<file path="config.mk">
export PLATFORM = sky130hd
export DESIGN_NAME = audio_dac_serializer
export DESIGN_NICKNAME = d
export VERILOG_FILES = /design/src/rtl/audio_pkg.sv /design/src/rtl/audio_sample_fifo.sv /design/src/rtl/audio_dac_serializer.sv
export SDC_FILE = /design/constraint.sdc
export NUM_CORES = 1
export LEC_CHECK = 0
export ABC_AREA = 1
export CORE_MARGIN = 2
export CORE_UTILIZATION = 45
export DETAILED_ROUTE_END_ITERATION = 6
export DONT_BUFFER_PORTS = 1
export GPL_ROUTABILITY_DRIVEN = 1
export HOLD_SLACK_MARGIN = 0.03
export PLACE_DENSITY = 0.63
export SETUP_SLACK_MARGIN = 0.5
export SLEW_MARGIN = 20
export SYNTH_ARGS = -nofsm -noshare
export SYNTH_HDL_FRONTEND = slang
export SYNTH_SLANG_ARGS = --single-unit
</file>
<file path="constraint.sdc">
create_clock -name CLOCK_50 -period 7.9 [get_ports CLOCK_50]
set_input_delay 1.185 -clock CLOCK_50 [delete_from_list [all_inputs] [get_ports CLOCK_50]]
set_output_delay 1.185 -clock CLOCK_50 [all_outputs]
set_load 0.03 [all_outputs]
</file>
<file path="src/rtl/audio_pkg.sv">
// rtl/audio_pkg.sv - shared constants and types for the I2S DAC serializer
//
// Purpose : frame geometry, LR-clock slot polarity and the stereo sample pair
//           type used by the DAC serializer and its sample FIFO.
// Ports   : none (package).

package audio_pkg;

   localparam int AUDIO_DATA_WIDTH = 32;   // channel width carried by stereo_pair_t
   localparam int SLOT_BITS        = 32;   // BCLK periods per channel slot
   localparam int FRAME_BITS       = 64;   // BCLK periods per stereo frame

   // AUD_DACLRCK level for each channel slot
   localparam logic LEFT  = 1'b0;
   localparam logic RIGHT = 1'b1;

   typedef struct packed {
      logic [AUDIO_DATA_WIDTH-1:0] left;
      logic [AUDIO_DATA_WIDTH-1:0] right;
   } stereo_pair_t;

endpackage

</file>
<file path="src/rtl/audio_sample_fifo.sv">
// rtl/audio_sample_fifo.sv - synchronous FIFO with push, pop, clear and level
//
// Purpose : buffers stereo pairs between the game logic and the serializer.
//           Full/empty come from the occupancy count, so the pointers are
//           free to wrap naturally.
// Ports   : clk_i, rst_ni   - clock, asynchronous active-low reset
//           push_i, wdata_i - write request and data (ignored when full)
//           pop_i, rdata_o  - read request (ignored when empty), head data
//           clear_i         - flush; wins over push and pop
//           full_o, empty_o, level_o - occupancy status

module audio_sample_fifo #(
   parameter  int WIDTH = 64,
   parameter  int DEPTH = 8,
   localparam int PTR_W = $clog2(DEPTH),
   localparam int LVL_W = PTR_W + 1
) (
   input  logic             clk_i,
   input  logic             rst_ni,
   input  logic             push_i,
   input  logic [WIDTH-1:0] wdata_i,
   input  logic             pop_i,
   output logic [WIDTH-1:0] rdata_o,
   input  logic             clear_i,
   output logic             full_o,
   output logic             empty_o,
   output logic [LVL_W-1:0] level_o
);

   logic [WIDTH-1:0] mem [DEPTH];
   logic [PTR_W-1:0] wr_ptr_q, wr_ptr_d;
   logic [PTR_W-1:0] rd_ptr_q, rd_ptr_d;
   logic [LVL_W-1:0] count_q, count_d;
   logic             push_ok, pop_ok;

   assign full_o  = (count_q == LVL_W'(DEPTH));
   assign empty_o = (count_q == '0);
   assign level_o = count_q;
   assign rdata_o = mem[rd_ptr_q];

   // Full is judged on the registered count, so a push while full is lost
   // even when a pop frees a slot in the same cycle.
   assign push_ok = push_i && !full_o;
   assign pop_ok  = pop_i && !empty_o;

   always_comb begin
      wr_ptr_d = wr_ptr_q;
      rd_ptr_d = rd_ptr_q;
      count_d  = count_q;
      if (clear_i) begin
         wr_ptr_d = '0;
         rd_ptr_d = '0;
         count_d  = '0;
      end else begin
         if (push_ok) wr_ptr_d = wr_ptr_q + 1'b1;
         if (pop_ok)  rd_ptr_d = rd_ptr_q + 1'b1;
         case ({push_ok, pop_ok})
            2'b10:   count_d = count_q + 1'b1;
            2'b01:   count_d = count_q - 1'b1;
            default: count_d = count_q;
         endcase
      end
   end

   always_ff @(posedge clk_i or negedge rst_ni) begin
      if (!rst_ni) begin
         wr_ptr_q <= '0;
         rd_ptr_q <= '0;
         count_q  <= '0;
      end else begin
         wr_ptr_q <= wr_ptr_d;
         rd_ptr_q <= rd_ptr_d;
         count_q  <= count_d;
      end
   end

   // Storage needs no reset: a zero count makes old contents unreachable.
   always_ff @(posedge clk_i) begin
      if (push_ok && !clear_i) mem[wr_ptr_q] <= wdata_i;
   end

endmodule

</file>
<file path="src/rtl/audio_dac_serializer.sv">
// rtl/audio_dac_serializer.sv - master-mode I2S transmitter for the WM8731 DAC path
//
// Purpose : buffers stereo pairs from game logic, generates AUD_BCLK and
//           AUD_DACLRCK, and shifts each channel out MSB-first (one BCLK
//           delay bit, OUT_BITS data bits, zero padding) on AUD_DACDAT.
// Ports   : CLOCK_50, resetn                 - clock, asynchronous active-low reset
//           left/right_channel_audio_out     - stereo sample pair to queue
//           write_audio_out                  - push request
//           clear_audio_out_memory           - FIFO flush
//           audio_out_allowed, fifo_level    - FIFO status
//           underflow                        - frame started with FIFO empty
//           AUD_BCLK, AUD_DACLRCK, AUD_DACDAT - codec pins

module audio_dac_serializer
   import audio_pkg::*;
#(
   parameter  int DATA_WIDTH = 32,
   parameter  int OUT_BITS   = 24,
   parameter  int BCLK_DIV   = 8,
   parameter  int FIFO_DEPTH = 8,
   localparam int LVL_W      = $clog2(FIFO_DEPTH) + 1
) (
   input  logic                  CLOCK_50,
   input  logic                  resetn,
   input  logic [DATA_WIDTH-1:0] left_channel_audio_out,
   input  logic [DATA_WIDTH-1:0] right_channel_audio_out,
   input  logic                  write_audio_out,
   input  logic                  clear_audio_out_memory,
   output logic                  audio_out_allowed,
   output logic [LVL_W-1:0]      fifo_level,
   output logic                  underflow,
   output logic                  AUD_BCLK,
   output logic                  AUD_DACLRCK,
   output logic                  AUD_DACDAT
);

   localparam int              DIV_W   = (BCLK_DIV > 1) ? $clog2(BCLK_DIV) : 1;
   localparam logic [DIV_W-1:0] DIV_MAX = DIV_W'(BCLK_DIV - 1);
   localparam int              BIT_W   = $clog2(FRAME_BITS);
   localparam int              K_W     = $clog2(SLOT_BITS);
   localparam logic [K_W:0]    OUT_LIM = (K_W + 1)'(OUT_BITS);

   logic [DIV_W-1:0]      div_cnt_q, div_cnt_d;
   logic                  bclk_q, bclk_d;
   logic [BIT_W-1:0]      bit_cnt_q, bit_cnt_d;
   logic                  dacdat_q, dacdat_d;
   logic                  underflow_q, underflow_d;
   logic [DATA_WIDTH-1:0] left_sr_q, left_sr_d;
   logic [DATA_WIDTH-1:0] right_sr_q, right_sr_d;

   logic [2*DATA_WIDTH-1:0] fifo_rdata;
   logic                    fifo_full, fifo_empty, fifo_pop;
   logic                    div_wrap, bclk_fall, frame_start;
   logic [BIT_W-1:0]        bit_cnt_nxt;
   logic [K_W-1:0]          k;
   logic                    slot;

   audio_sample_fifo #(
      .WIDTH (2*DATA_WIDTH),
      .DEPTH (FIFO_DEPTH)
   ) u_fifo (
      .clk_i   (CLOCK_50),
      .rst_ni  (resetn),
      .push_i  (write_audio_out),
      .wdata_i ({left_channel_audio_out, right_channel_audio_out}),
      .pop_i   (fifo_pop),
      .rdata_o (fifo_rdata),
      .clear_i (clear_audio_out_memory),
      .full_o  (fifo_full),
      .empty_o (fifo_empty),
      .level_o (fifo_level)
   );

   assign div_wrap    = (div_cnt_q == DIV_MAX);
   assign bclk_fall   = div_wrap && bclk_q;
   assign frame_start = bclk_fall && (bit_cnt_q == BIT_W'(FRAME_BITS - 1));
   assign fifo_pop    = frame_start && !fifo_empty && !clear_audio_out_memory;

   // Data for a bit period is chosen from the bit index it is about to enter.
   assign bit_cnt_nxt = bit_cnt_q + 1'b1;
   assign k           = bit_cnt_nxt[K_W-1:0];
   assign slot        = bit_cnt_nxt[K_W];

   always_comb begin
      div_cnt_d   = div_wrap ? '0 : div_cnt_q + 1'b1;
      bclk_d      = bclk_q ^ div_wrap;
      bit_cnt_d   = bit_cnt_q;
      dacdat_d    = dacdat_q;
      left_sr_d   = left_sr_q;
      right_sr_d  = right_sr_q;
      underflow_d = frame_start && fifo_empty;

      if (bclk_fall) begin
         bit_cnt_d = bit_cnt_nxt;
         dacdat_d  = 1'b0;
         if (frame_start) begin
            // Delay bit of the left slot; load the new pair (or silence).
            if (fifo_pop) begin
               left_sr_d  = fifo_rdata[2*DATA_WIDTH-1:DATA_WIDTH];
               right_sr_d = fifo_rdata[DATA_WIDTH-1:0];
            end else begin
               left_sr_d  = '0;
               right_sr_d = '0;
            end
         end else if ((k != '0) && ({1'b0, k} <= OUT_LIM)) begin
            if (slot == RIGHT) begin
               dacdat_d   = right_sr_q[DATA_WIDTH-1];
               right_sr_d = {right_sr_q[DATA_WIDTH-2:0], 1'b0};
            end else begin
               dacdat_d  = left_sr_q[DATA_WIDTH-1];
               left_sr_d = {left_sr_q[DATA_WIDTH-2:0], 1'b0};
            end
         end
      end
   end

   always_ff @(posedge CLOCK_50 or negedge resetn) begin
      if (!resetn) begin
         div_cnt_q   <= '0;
         bclk_q      <= 1'b0;
         bit_cnt_q   <= '0;
         dacdat_q    <= 1'b0;
         underflow_q <= 1'b0;
         left_sr_q   <= '0;
         right_sr_q  <= '0;
      end else begin
         div_cnt_q   <= div_cnt_d;
         bclk_q      <= bclk_d;
         bit_cnt_q   <= bit_cnt_d;
         dacdat_q    <= dacdat_d;
         underflow_q <= underflow_d;
         left_sr_q   <= left_sr_d;
         right_sr_q  <= right_sr_d;
      end
   end

   assign audio_out_allowed = !fifo_full;
   assign underflow         = underflow_q;
   assign AUD_BCLK          = bclk_q;
   assign AUD_DACLRCK       = bit_cnt_q[BIT_W-1];
   assign AUD_DACDAT        = dacdat_q;

endmodule

</file>
# [Word-level counts from Yosys, hierarchy flattened]
# Memories as Yosys holds them, arrays and structs flattened.
# Index checks and enable logic that the tools add are counted.
[op_classes] n_addsub=6 n_lt_le_gt_ge=1 n_eq_ne=6 muxes=20 n_bitwise=1 reduce_logical=21
[ops] op="$mux W32" n=8
[ops] op="$mux W3" n=5
[ops] op="$add A3 B1 Y3 const B" n=3
[ops] op="$logic_and A1 B1 Y1" n=9
[ops] op="$pmux W4 S2" n=1
[ops] op="$reduce_bool A2 Y1" n=4
[ops] op="$add A6 B1 Y6 const B" n=1
[ops] op="$eq A6 B6 Y1 const B" n=1
[ops] op="$reduce_and A3 Y1" n=2
[ops] op="$le A5 B5 Y1 const B" n=1
[ops] op="$mux W1" n=5
[ops] op="$reduce_bool A5 Y1" n=1
[ops] op="$add A4 B1 Y4 const B" n=1
[ops] op="$eq A4 B4 Y1 const B" n=1
[ops] op="$logic_not A4 Y1" n=1
[ops] op="$mux W4" n=1
[ops] op="$sub A4 B1 Y4 const B" n=1
[ops] op="$eq A3 B3 Y1 const B" n=1
[ops] op="$logic_not A1 Y1" n=3
[ops] op="$reduce_bool A3 Y1" n=1
[ops] op="$eq A2 B1 Y1 const B" n=1
[ops] op="$eq A2 B2 Y1 const B" n=1
[ops] op="$ne A2 B2 Y1 const B" n=1
[ops] op="$xor A1 B1 Y1" n=1
[word_totals] register_bits=86 ramBits=512 inputBits=68 memories=1
[memory_table] name="u_fifo.mem" words=8 width=64 rd=1 rd_clocked_by_memory_dff=0 wr=1 line="audio_sample_fifo.sv:30" text="logic [WIDTH-1:0] mem [DEPTH];"

# [Longest topological paths before layout]
# Gate-level depths: netlist of run 1.
[depth] ltp_word=9 mapped_depth=17 mapped_depth_nobuf=16

# [Cells and area by module]
# A second synthesis of run 1 with hierarchy kept.
[hier_totals] cells_unflattened=1949 area_unflattened_um2=23979.2
[modules_own_cells] module="audio_sample_fifo" instances=1 cells_each=1535 area_each_um2=20392.1
[modules_own_cells] module="audio_dac_serializer" instances=1 cells_each=414 area_each_um2=3587.2

# [Worst setup path after synthesis of run 1]
# Ideal clock, no wire load.
[synth_path] path_kind="input to register" from="in write_audio_out" to="mem u_fifo.mem[0][0] (enable)" setup_time_ns=0.486 arrival_time_ns=4.210 t_required_ns=7.414 path_slack_ns=3.204 stages=4 cell_sequence="nand2_1 > nor2_1 > nand2_1 > nor2_1"
[synth_via] elab_chain_cells=4
[synth_rtl] element="start, declared" line="audio_dac_serializer.sv:27" text="input logic write_audio_out,"
[synth_rtl] element="$logic_and A1 B1 Y1" line="audio_sample_fifo.sv:43" text="assign push_ok = push_i && !full_o;"
[synth_rtl] element="$logic_and A1 B1 Y1" line="audio_sample_fifo.sv:79" text="if (push_ok && !clear_i) mem[wr_ptr_q] <= wdata_i;"
[synth_rtl] element="$mux W1" line="audio_sample_fifo.sv:79"
[synth_rtl] element="$mux W1 (implied by the code)" line="audio_sample_fifo.sv:79"
[synth_rtl] element="end, declared" line="audio_sample_fifo.sv:30"
# Every way passes these cells.

# [Worst setup path in the final report of run 1]
[layout_path] from="reg u_fifo.count_q[0] (netlist: u_fifo.level_o[0])" to="mem u_fifo.mem[0][53] (enable)"
[layout_via] elab_chain_cells=6
[layout_rtl] element="start, declared" line="audio_sample_fifo.sv:33" text="logic [LVL_W-1:0] count_q, count_d;"
[layout_rtl] element="start signal, assigned" line="audio_sample_fifo.sv:73" text="count_q <= count_d;"
[layout_rtl] element="$eq A4 B4 Y1" line="audio_sample_fifo.sv:36" text="assign full_o = (count_q == LVL_W'(DEPTH));"
[layout_rtl] element="$logic_not A1 Y1"
[layout_rtl] element="net audio_out_allowed" line="audio_dac_serializer.sv:29" text="output logic audio_out_allowed,"
[layout_rtl] element="$logic_and A1 B1 Y1" line="audio_sample_fifo.sv:43"
[layout_rtl] element="$logic_and A1 B1 Y1" line="audio_sample_fifo.sv:79"
[layout_rtl] element="$mux W1" line="audio_sample_fifo.sv:79"
[layout_rtl] element="$mux W1 (implied by the code)" line="audio_sample_fifo.sv:79"
# The timed path passes the listed nets, and every way through them passes these cells.

==> reports/metrics.yaml, run 1 <==
cts_num_sinks: 598
syn-cell-area_mm2: 0.0242
synth_edf_count: 512
overflow: 0
regToRegSetupSlack_ps: 4210
status: "complete, no violations"
num_vias: 15226
start_util_pct: 45.7
endpoint: "u_fifo.mem[0][53]"
sw_frac_of_total_pct: 19.6
drtIter0Drc: 1376
die_x_um: 236
dp_hpwl_um: 28400
crit_slowest_cell: "nor2_4"
fin_crit_ps: 3690
p_total_uw: 6390
startpoint: "u_fifo.level_o[0]"
r2r_start: "u_fifo.level_o[0]"
endpoint_kind: "register"
combPwrFrac_pct: 1.1
tightest_slew_ps: 1080
drt-pass1-iter-count: 5
power_density_mw_per_mm2: 239
fin_skew_ps: 16.3
vias_per_cell: 5.49
die_h_um: 236
hold_viol_final: 0
numCtsBuffers: 59
finalCoreUtilization_pct: 50.4
cts_tree: "built"
drv_cap: 0
nets: 2111
antenna_found_initial: 1
min_path_type: "input port to asynchronous set/reset pin"
cp_slowest_stage_delay_ps: 880
fmax_mhz: 271
slew_violations: 0
relSlewSlack_pct: 27.8
ys_types: 29
switching_power_uw: 1250
cts_max_level: 2
dieArea_mm2: 0.0556
cts-root-buf: "clkbuf_16"
leakage_uw: 0.00971
r2r-end: "u_fifo.mem[0][53]"
worst-endpoint-arrival_ps: 3950
grt_max_degree: 170
wl_per_cell_um: 20.4
drt_wl_total_um: 56600
ant_nets: 0
p_seq_share_pct: 54.6
synth_seq_area_share_pct: 72.5
crit_required_ps: 8150
synth_nets: 2153
fp.coreArea_mm2: 0.0529
route.detailed.drc: 0
power.share.clock_pct: 44.3
synth_top_area_cell: "edfxtp_1"
yosysTopAreaCellShare_pct: 63.6
clockBufferDepth: 3
setup-violations-final: 0
timing.final.crit_share_pct: 46.8
place.gp.congestion: 0.799
finalSetupTns_ps: 0
fillers: 4524
yosys-top-cells-area: "edfxtp_1, dfrtp_1, nand2_1, nand3_1, a21oi_1"
placed_cells: 2660
synth_flop_cell: "edfxtp_1"
ctsHoldBuffers: 0
clkTransAtPathRegs_ps: 60
portBuffers: 0
postCtsSetupBuffers: 0
rsz0062_at_grt: "false"
grt_pass1_vias: 14878
ctsResizeCount: 0
start_kind: "register"
grt_pass1_wl_um: 87100
postSynthAreaPerCell_um2: 11.6
crit_type: "register to register"
path_cells: "nor2_1 -> nand2_1 -> nand2_1 -> nor2_1 -> nand2_1 -> nor2_4 -> buf_4"
ff2ff_path_depth: 7
io_pins: 77
row_count: 84
ys_seq_elements: 598
final_common_cell: "nand2_1"
async_reset_ff_share_pct: 14.4
crit_fanout: 38
clk_latency_ps: 630
syn_to_final_growth_pct: 10.4
track_usage_pct: 20.3
cp_common_cell: "nand2_1"
ys_warn_count: 0
num_antenna_cells: 0
drive_above_1_share_pct: 6.96
ir_worst_vdd_uv: 185
instances_no_fill: 2772
power.internal_uw: 5130
layout_common_cells: "nand2_1, edfxtp_1, nand3_1"
syn_inst: 2076
[power by group through the flow]
| stage | Combinational, uW | Clock, uW | Sequential (uW) |
|---|---|---|---|
| after detailed placement | 71.2 | 0 | 3550 |
| after CTS | 71.5 | 2870 | 3490 |
| final | 70.1 | 2830 | 3490 |
| after global routing | 79.4 | 2990 | 3490 |
| after global placement | 68.9 | 0 | 3550 |
| after floorplan | 46.4 | 0 | 3550 |
[cells by family after synthesis]
kind of cell	after synthesis	share of synthesized area, %
xor gates and xnor gates	5	0.212
and+or+nand+nor	1020	18.0
adders and majority gates	9	0.466
buffers and inverters	216	3.87
DFF	598	72.5
AOI/OAI and AO/OA	228	4.92
[synth_stat cells, types with 4 or more instances]
cell type  instances
a21oi_1           85
a32o_1             4
buf_1             17
buf_2             52
buf_4              4
buf_6              6
clkbuf_1          45
dfrtp_1           86
edfxtp_1         512
ha_1               9
inv_1             87
inv_2              4
nand2_1          561
nand3_1          349
nor2_1            82
nor3_1            17
o21ai_0           75
o21ai_1           56
o21ai_2            7
xor2_1             4
[layout make-up]
cell class / count / area [um2] / area share, %
Timing Repair Buffer: 21 / 183 / 0.685
Inverter: 92 / 353 / 1.32
Clock inverter: 28 / 297 / 1.11
Tap cell: 688 / 861 / 3.23
Clock buffer: 83 / 1680 / 6.29
Multi-Input combinational cell: 1262 / 5760 / 21.6
Sequential cell: 598 / 17500 / 65.8
[per-layer routing]
metal / routed length (um) / vias to the layer above / global-route usage, %
li1: - / 7148 / -
met1: 23700 / 7454 / 26.7
met2: 27100 / 513 / 34.0
met3: 4410 / 111 / 4.22
met4: 1390 / 0 / 6.64
met5: 0 / - / 0
[worst min path at each step]
stage / startpoint / end / slack (ps)
2_1_floorplan: div_cnt_q[0] / div_cnt_q[0] / 410
3_3_place_gp: div_cnt_q[0] / div_cnt_q[0] / 420
3_5_place_dp: div_cnt_q[0] / div_cnt_q[0] / 430
4_1_cts: resetn / left_sr_q[9] / 220
5_1_grt: resetn / right_sr_q[4] / 230
6_report: resetn / u_fifo.level_o[0] / 250
[flip-flops by register name, summed over array words and instances, names as in the netlist]
name,count
AUD_DACDAT,1
u_fifo.wr_ptr_q,3
left_sr_q,32
right_sr_q,32
u_fifo.rd_ptr_q,3
div_cnt_q,3
u_fifo.mem,512
bit_cnt_q,6
underflow,1
AUD_BCLK,1
u_fifo.level_o,4
[metrics by stage]
stage | instance area (um2) | worst slack (ps) | hold slack (ps)
after floorplan | 24200 | 3200 | 410
after global placement | 24700 | 4060 | 420
after detailed placement | 24700 | 4020 | 430
after CTS | 26600 | 4130 | 224
after global routing | 26700 | 4000 | 234
final | 26700 | 4210 | 250
[worst max-delay path, delay by kind of cell (launching register included)]
family	cells	cell delay [ps]
buffers and inverters	1	690
flip-flops	1	590
AND/OR/NAND/NOR	6	1990
Power figures use the tool's default switching activity.
==> run 2: changes to the inputs <==
clock period = 3.77 ns   (was 7.9 ns; I/O delays follow)
==> run 2 against run 1 <==
  * Utilization up 1.7 points
  * Final cell count up 2.5%
  * Combinational power rose to 3.5 times the previous value
  * Flip-flop and latch count unchanged
  * Critical path depth up 5
  * Clock-buffer cell count up 4
  * First-iteration DRC count up 9.2%
  * Wire length up 2.6%
  * Critical path type unchanged
  * Largest cell class unchanged
==> reports/metrics.yaml, run 2 (synthesis results as in run 1) <==
io_pins: 77  # unchanged
route.detailed.drc: 0  # unchanged
endpoint_kind: "register"
start_kind: "register"
crit_required_ps: 4310  # -3840 ps
wl_per_cell_um: 20.5  # +0.17%
hold_viol_final: 0  # unchanged
ctsResizeCount: 0  # unchanged
relSlewSlack_pct: 25.6  # -2.1 points
fmax_mhz: 353  # +30%
place.gp.congestion: 0.762  # -4.6%
tightest_slew_ps: 1120  # +31.8 ps
status: "complete, no violations"
antenna_found_initial: 4  # +3
grt_pass1_wl_um: 90000  # +3.4%
dieArea_mm2: 0.0556  # unchanged
ant_nets: 0  # unchanged
dp_hpwl_um: 27900  # -1.6%
layout_common_cells: "nand2_1, edfxtp_1, nand3_1"
ir_worst_vdd_uv: 413  # +120%
worst-endpoint-arrival_ps: 3370  # -580 ps
slew_violations: 0  # unchanged
final_common_cell: "nand2_1"
nets: 2176  # +3.1%
die_x_um: 236  # unchanged
finalCoreUtilization_pct: 52.1  # +1.7 points
grt_pass1_vias: 15252  # +2.5%
drt_wl_total_um: 58100  # +2.6%
cts-root-buf: "clkbuf_16"
power_density_mw_per_mm2: 505  # +110%
drv_cap: 0  # unchanged
track_usage_pct: 21.1  # +0.71 points
largest_register_ffs: 512  # unchanged
largest-register: "u_fifo.mem"
portBuffers: 0  # unchanged
crit_fanout: 33  # -13%
min_path_type: "input port to register"
postCtsSetupBuffers: 0  # unchanged
fp.coreArea_mm2: 0.0529  # unchanged
grt_max_degree: 141  # -17%
fin_skew_ps: 20.7  # +4.41 ps
row_count: 84  # unchanged
vias_per_cell: 5.48  # -0.32%
rsz0062_at_grt: "false"
crit_type: "register to register"
numCtsBuffers: 66  # +12%
fin_hold_ws_ps: 51.9  # -199 ps
largestRegisters: "u_fifo.mem x512, left_sr_q x32, right_sr_q x32"
clkTransAtPathRegs_ps: 60  # about the same
fin_crit_ps: 2830  # -862 ps
leakage_uw: 0.0101  # +4.0%
cts_num_sinks: 598  # unchanged
start_util_pct: 45.7  # unchanged
cts_max_level: 3  # +1
drive_above_1_share_pct: 7.53  # +0.57 points
setup-violations-final: 0  # unchanged
die_h_um: 236  # unchanged
clockBufferDepth: 3  # unchanged
timing.final.crit_share_pct: 75.1  # +28 points
syn_to_final_growth_pct: 14.0
clk_latency_ps: 610  # -20 ps
finalSetupTns_ps: 0  # unchanged
drt-pass1-iter-count: 5  # unchanged
overflow: 0  # unchanged
num_vias: 15550  # +2.1%
cts_tree: "built"
drtIter0Drc: 1502  # +9.2%
==> run 2: worst paths after layout <==
path	startpoint	end	slack, ps	cells after the start
max	div_cnt_q[0]	right_sr_q[31]	940	12
max in group asynchronous	resetn	u_fifo.rd_ptr_q[0]	2780	2
max reg2reg	div_cnt_q[0]	right_sr_q[31]	940	12
min	right_channel_audio_out[8]	u_fifo.mem[5][8]	50	0
min in group asynchronous	resetn	u_fifo.level_o[3]	520	2
min reg2reg	div_cnt_q[0]	div_cnt_q[0]	440	1
==> run 2: timing repair <==
item	in CTS	in global routing
endpoints found under the setup margin	0	0
hold buffers	50	0
endpoints found under the hold margin	282	0
==> run 2: layer usage <==
| metal | share of wire, % | wire [um] | track usage (%) |
|---|---|---|---|
| met1 | 44 | 25400 | 28.7 |
| met2 | 47 | 27400 | 33.7 |
| met3 | 6.6 | 3810 | 4.40 |
| met4 | 2.5 | 1470 | 7.26 |
| met5 | 0.069 | 40 | 0 |
==> run 2: critical path, cell delays in order, from the launching register on <==
cell and delay, ps:
dfrtp_1 350, ha_1 150, ha_1 190, ha_1 370
nand2_1 90, inv_1 140, nand3_2 120, inv_2 110
nand2_4 310, buf_12 340, a21oi_1 340, o21ai_1 120
nand2_1 100
==> run 2: area by class of cell <==
| cell class | instances | area, um2 |
|---|---|---|
| clock buffer | 87 | 1790 |
| inverter | 92 | 353 |
| sequential | 598 | 17500 |
| fill | 4468 | 25300 |
| timing repair buffer | 79 | 898 |
| tap | 688 | 861 |
| antenna | 1 | 2.50 |
| clock inverter | 33 | 348 |
| multi-input combinational | 1262 | 5760 |
==> run 2: power breakdown <==
part	internal [uW]	switching, uW	leakage, uW
clock network	3780	2590	0.00106
logic	78.8	169	0.00356
registers	7280	31.6	0.00548
total	11100	2790	0.0101
==> run 2: through the flow <==
step	cells	total power (uW)	setup slack, ps	cell area [um2]
final	2840	13900	939	27600
after global routing	2840	14300	648	27600
after global placement	2669	7600	990	24900
after floorplan	2076	7540	308	24200
after detailed placement	2669	7600	921	24900
after CTS	2839	14000	896	27500
==> run 3: changes to the inputs <==
PLACE_DENSITY = 0.65   (was 0.63)
clock period = 2.45 ns   (was 3.77 ns; I/O delays follow)
==> run 3 against run 2 <==
  * The run now ends with hold timing left
  * Flip-flop and latch count did not move
  * Sequential power rose by 55%
  * Clock-buffer cell count fell by 8
  * Die area did not move
  * Combinational power rose to 2.9 times the previous value
  * Via count rose by 13%
  * Setup slack got worse by 710 ps
  * Critical path type unchanged
  * Largest cell class unchanged
  * Largest power group unchanged
  * Highest routed layer unchanged
==> reports/metrics.yaml, run 3 (synthesis results as in run 1) <==
combPwrFrac_pct: 3.4  # +1.6 points
crit_fanout: 56  # +70%
numCtsBuffers: 61  # -7.6%
power.share.clock_pct: 42.7  # -3.0 points
slew_violations: 0  # unchanged
cts_max_level: 2  # -1
fp.coreArea_mm2: 0.0529  # unchanged
cts_tree: "built"
row_count: 84  # unchanged
drv_cap: 0  # unchanged
wl_per_cell_um: 24.4  # +19%
fillers: 3763  # -16%
die_x_um: 236  # unchanged
clk_latency_ps: 630  # +20 ps
hold_viol_final: 86  # +86
switching_power_uw: 4320  # +55%
violations: "hold timing"
route.detailed.drc: 0  # unchanged
leakage_uw: 0.0117  # +16%
portBuffers: 0  # unchanged
dp_hpwl_um: 30200  # +8.2%
largest_register_ffs: 512  # unchanged
fin_hold_ws_ps: -561  # -613 ps
nets: 2370  # +8.9%
start_kind: "register"
drive_above_1_share_pct: 19.1  # +12 points
regToRegSetupSlack_ps: 220  # -710 ps
drt-pass1-iter-count: 6  # +1
place.gp.congestion: 0.779  # +2.2%
grt_pass1_vias: 16609  # +8.9%
worst-endpoint-arrival_ps: 2740  # -630 ps
clockBufferDepth: 3  # unchanged
rsz0062_at_grt: "true"
ir_worst_vdd_uv: 556  # +35%
timing.final.crit_share_pct: 90.8  # +16 points
dieArea_mm2: 0.0556  # unchanged
layout_common_cells: "nand2_1, edfxtp_1, nand3_1"
die_h_um: 236  # unchanged
fin_crit_ps: 2230  # -606 ps
p_seq_share_pct: 53.9  # +1.4 points
antenna_found_initial: 7  # +3
cts-root-buf: "clkbuf_16"
sw_frac_of_total_pct: 20.7  # +0.70 points
fmax_mhz: 449  # +27%
grt_pass1_wl_um: 99600  # +11%
ant_nets: 0  # unchanged
fin_skew_ps: 33.1  # +12.4 ps
track_usage_pct: 23.6  # +2.5 points
grt_max_degree: 105  # -26%
endpoint_kind: "register"
power_density_mw_per_mm2: 655  # +30%
relSlewSlack_pct: 46.6  # +21 points
overflow: 0  # unchanged
p_total_uw: 20900  # +50%
drtIter0Drc: 2291  # +53%
cts_num_sinks: 598  # unchanged
final_common_cell: "nand2_1"
min_path_type: "input port to asynchronous set/reset pin"
tightest_slew_ps: 801  # -314 ps
setup-violations-final: 0  # unchanged
power.internal_uw: 16500  # +49%
num_vias: 17553  # +13%
seq_area_mm2: 0.0175  # about the same
largest-register: "u_fifo.mem"
ctsHoldBuffers: 66  # +32%
syn_to_final_growth_pct: 31.8
crit_required_ps: 2960  # -1350 ps
crit_type: "register to register"
start_util_pct: 45.7  # unchanged
vias_per_cell: 5.79  # +5.7%
multiInputGateArea_mm2: 0.00650  # +13%
drt_wl_total_um: 74100  # +28%
io_pins: 77  # unchanged
largestRegisters: "u_fifo.mem x512, left_sr_q x32, right_sr_q x32"
clkTransAtPathRegs_ps: 70  # about the same
status: "finished with violations"
-- run 3: cell count changes in the layout (fill, tap and decap cells not counted), moves of 15 or more --
cell and delta:
nand2_1 -15, a21oi_1 -41, nor3_1 -16, a21oi_4 +18, o21ai_0 -63, a21oi_2 +23
o21ai_1 +51, buf_16 +38, buf_6 +20, clkbuf_16 +37, dlygate4sd3_1 +17, buf_8 +19
buf_12 +41, buf_4 +20
-- run 3: final timing paths --
kind | from | endpoint | cells past startpoint
worst min-delay path | resetn | u_fifo.level_o[3] | 0
max in group asynchronous | resetn | left_sr_q[5] | 0
worst max-delay path | u_fifo.rd_ptr_q[1] | right_sr_q[28] | 6
worst min register to register | div_cnt_q[0] | div_cnt_q[0] | 1
min in group CLOCK_50 | clear_audio_out_memory | u_fifo.wr_ptr_q[2] | 3
worst max register to register | u_fifo.rd_ptr_q[1] | right_sr_q[28] | 6
-- run 3: final cells by class --
type | instances | share of cell area, %
antenna | 1 | 0.00786
clock buffer | 79 | 5.17
clock inverter | 34 | 0.845
inverter | 92 | 1.19
multi-input combinational | 1264 | 20.4
sequential | 598 | 55.1
tap | 688 | 2.70
timing repair buffer | 276 | 14.6
-- run 3: power groups by stage --
stage          combinational, uW  clock (uW)  sequential [uW]
6_report                     708        8910            11300
5_1_grt                      748        9390            11300
3_3_place_gp                 259           0            11500
2_1_floorplan                168           0            11500
4_1_cts                      609        8960            11200
3_5_place_dp                 259           0            11500
-- run 3: worst max-delay path: stages, from the launching register on --
cell and delay (ps):
dfrtp_4 450, buf_4 640, nand3_1 200, a21oi_1 500
nor3_4 90, o21ai_1 150, o21ai_1 80
-- run 3: stage by stage --
| step | setup TNS, ps | cells | area (um2) | util, % | setup WS (ps) |
|---|---|---|---|---|---|
| 2_1_floorplan | -11600 | 2076 | 24300 | - | -39.5 |
| 3_3_place_gp | 0 | 2698 | 25400 | 48.1 | 166 |
| 3_5_place_dp | 0 | 2698 | 25400 | 48.1 | 115 |
| 4_1_cts | 0 | 2960 | 30000 | 56.7 | 388 |
| 5_1_grt | 0 | 3031 | 31800 | 60.2 | 196 |
| 6_report | 0 | 3032 | 31800 | 60.2 | 225 |
-- run 3: per-layer routing --
layer | global-route usage [%] | share of wire (%) | up-vias
met2 | 38.8 | 47 | 1040
met5 | 0 | 0.084 | -
met1 | 31.2 | 38 | 8607
met4 | 8.49 | 3.9 | 12
met3 | 4.56 | 11 | 180
li1 | - | - | 7714
-- run 3: repair_timing --
item,4_1_cts,5_1_grt
gates cloned,32,52
resized for setup,170,153
pin swaps,35,21
endpoints found under the setup margin,572,583
buffers inserted,51,19
hold endpoints to repair,601,86
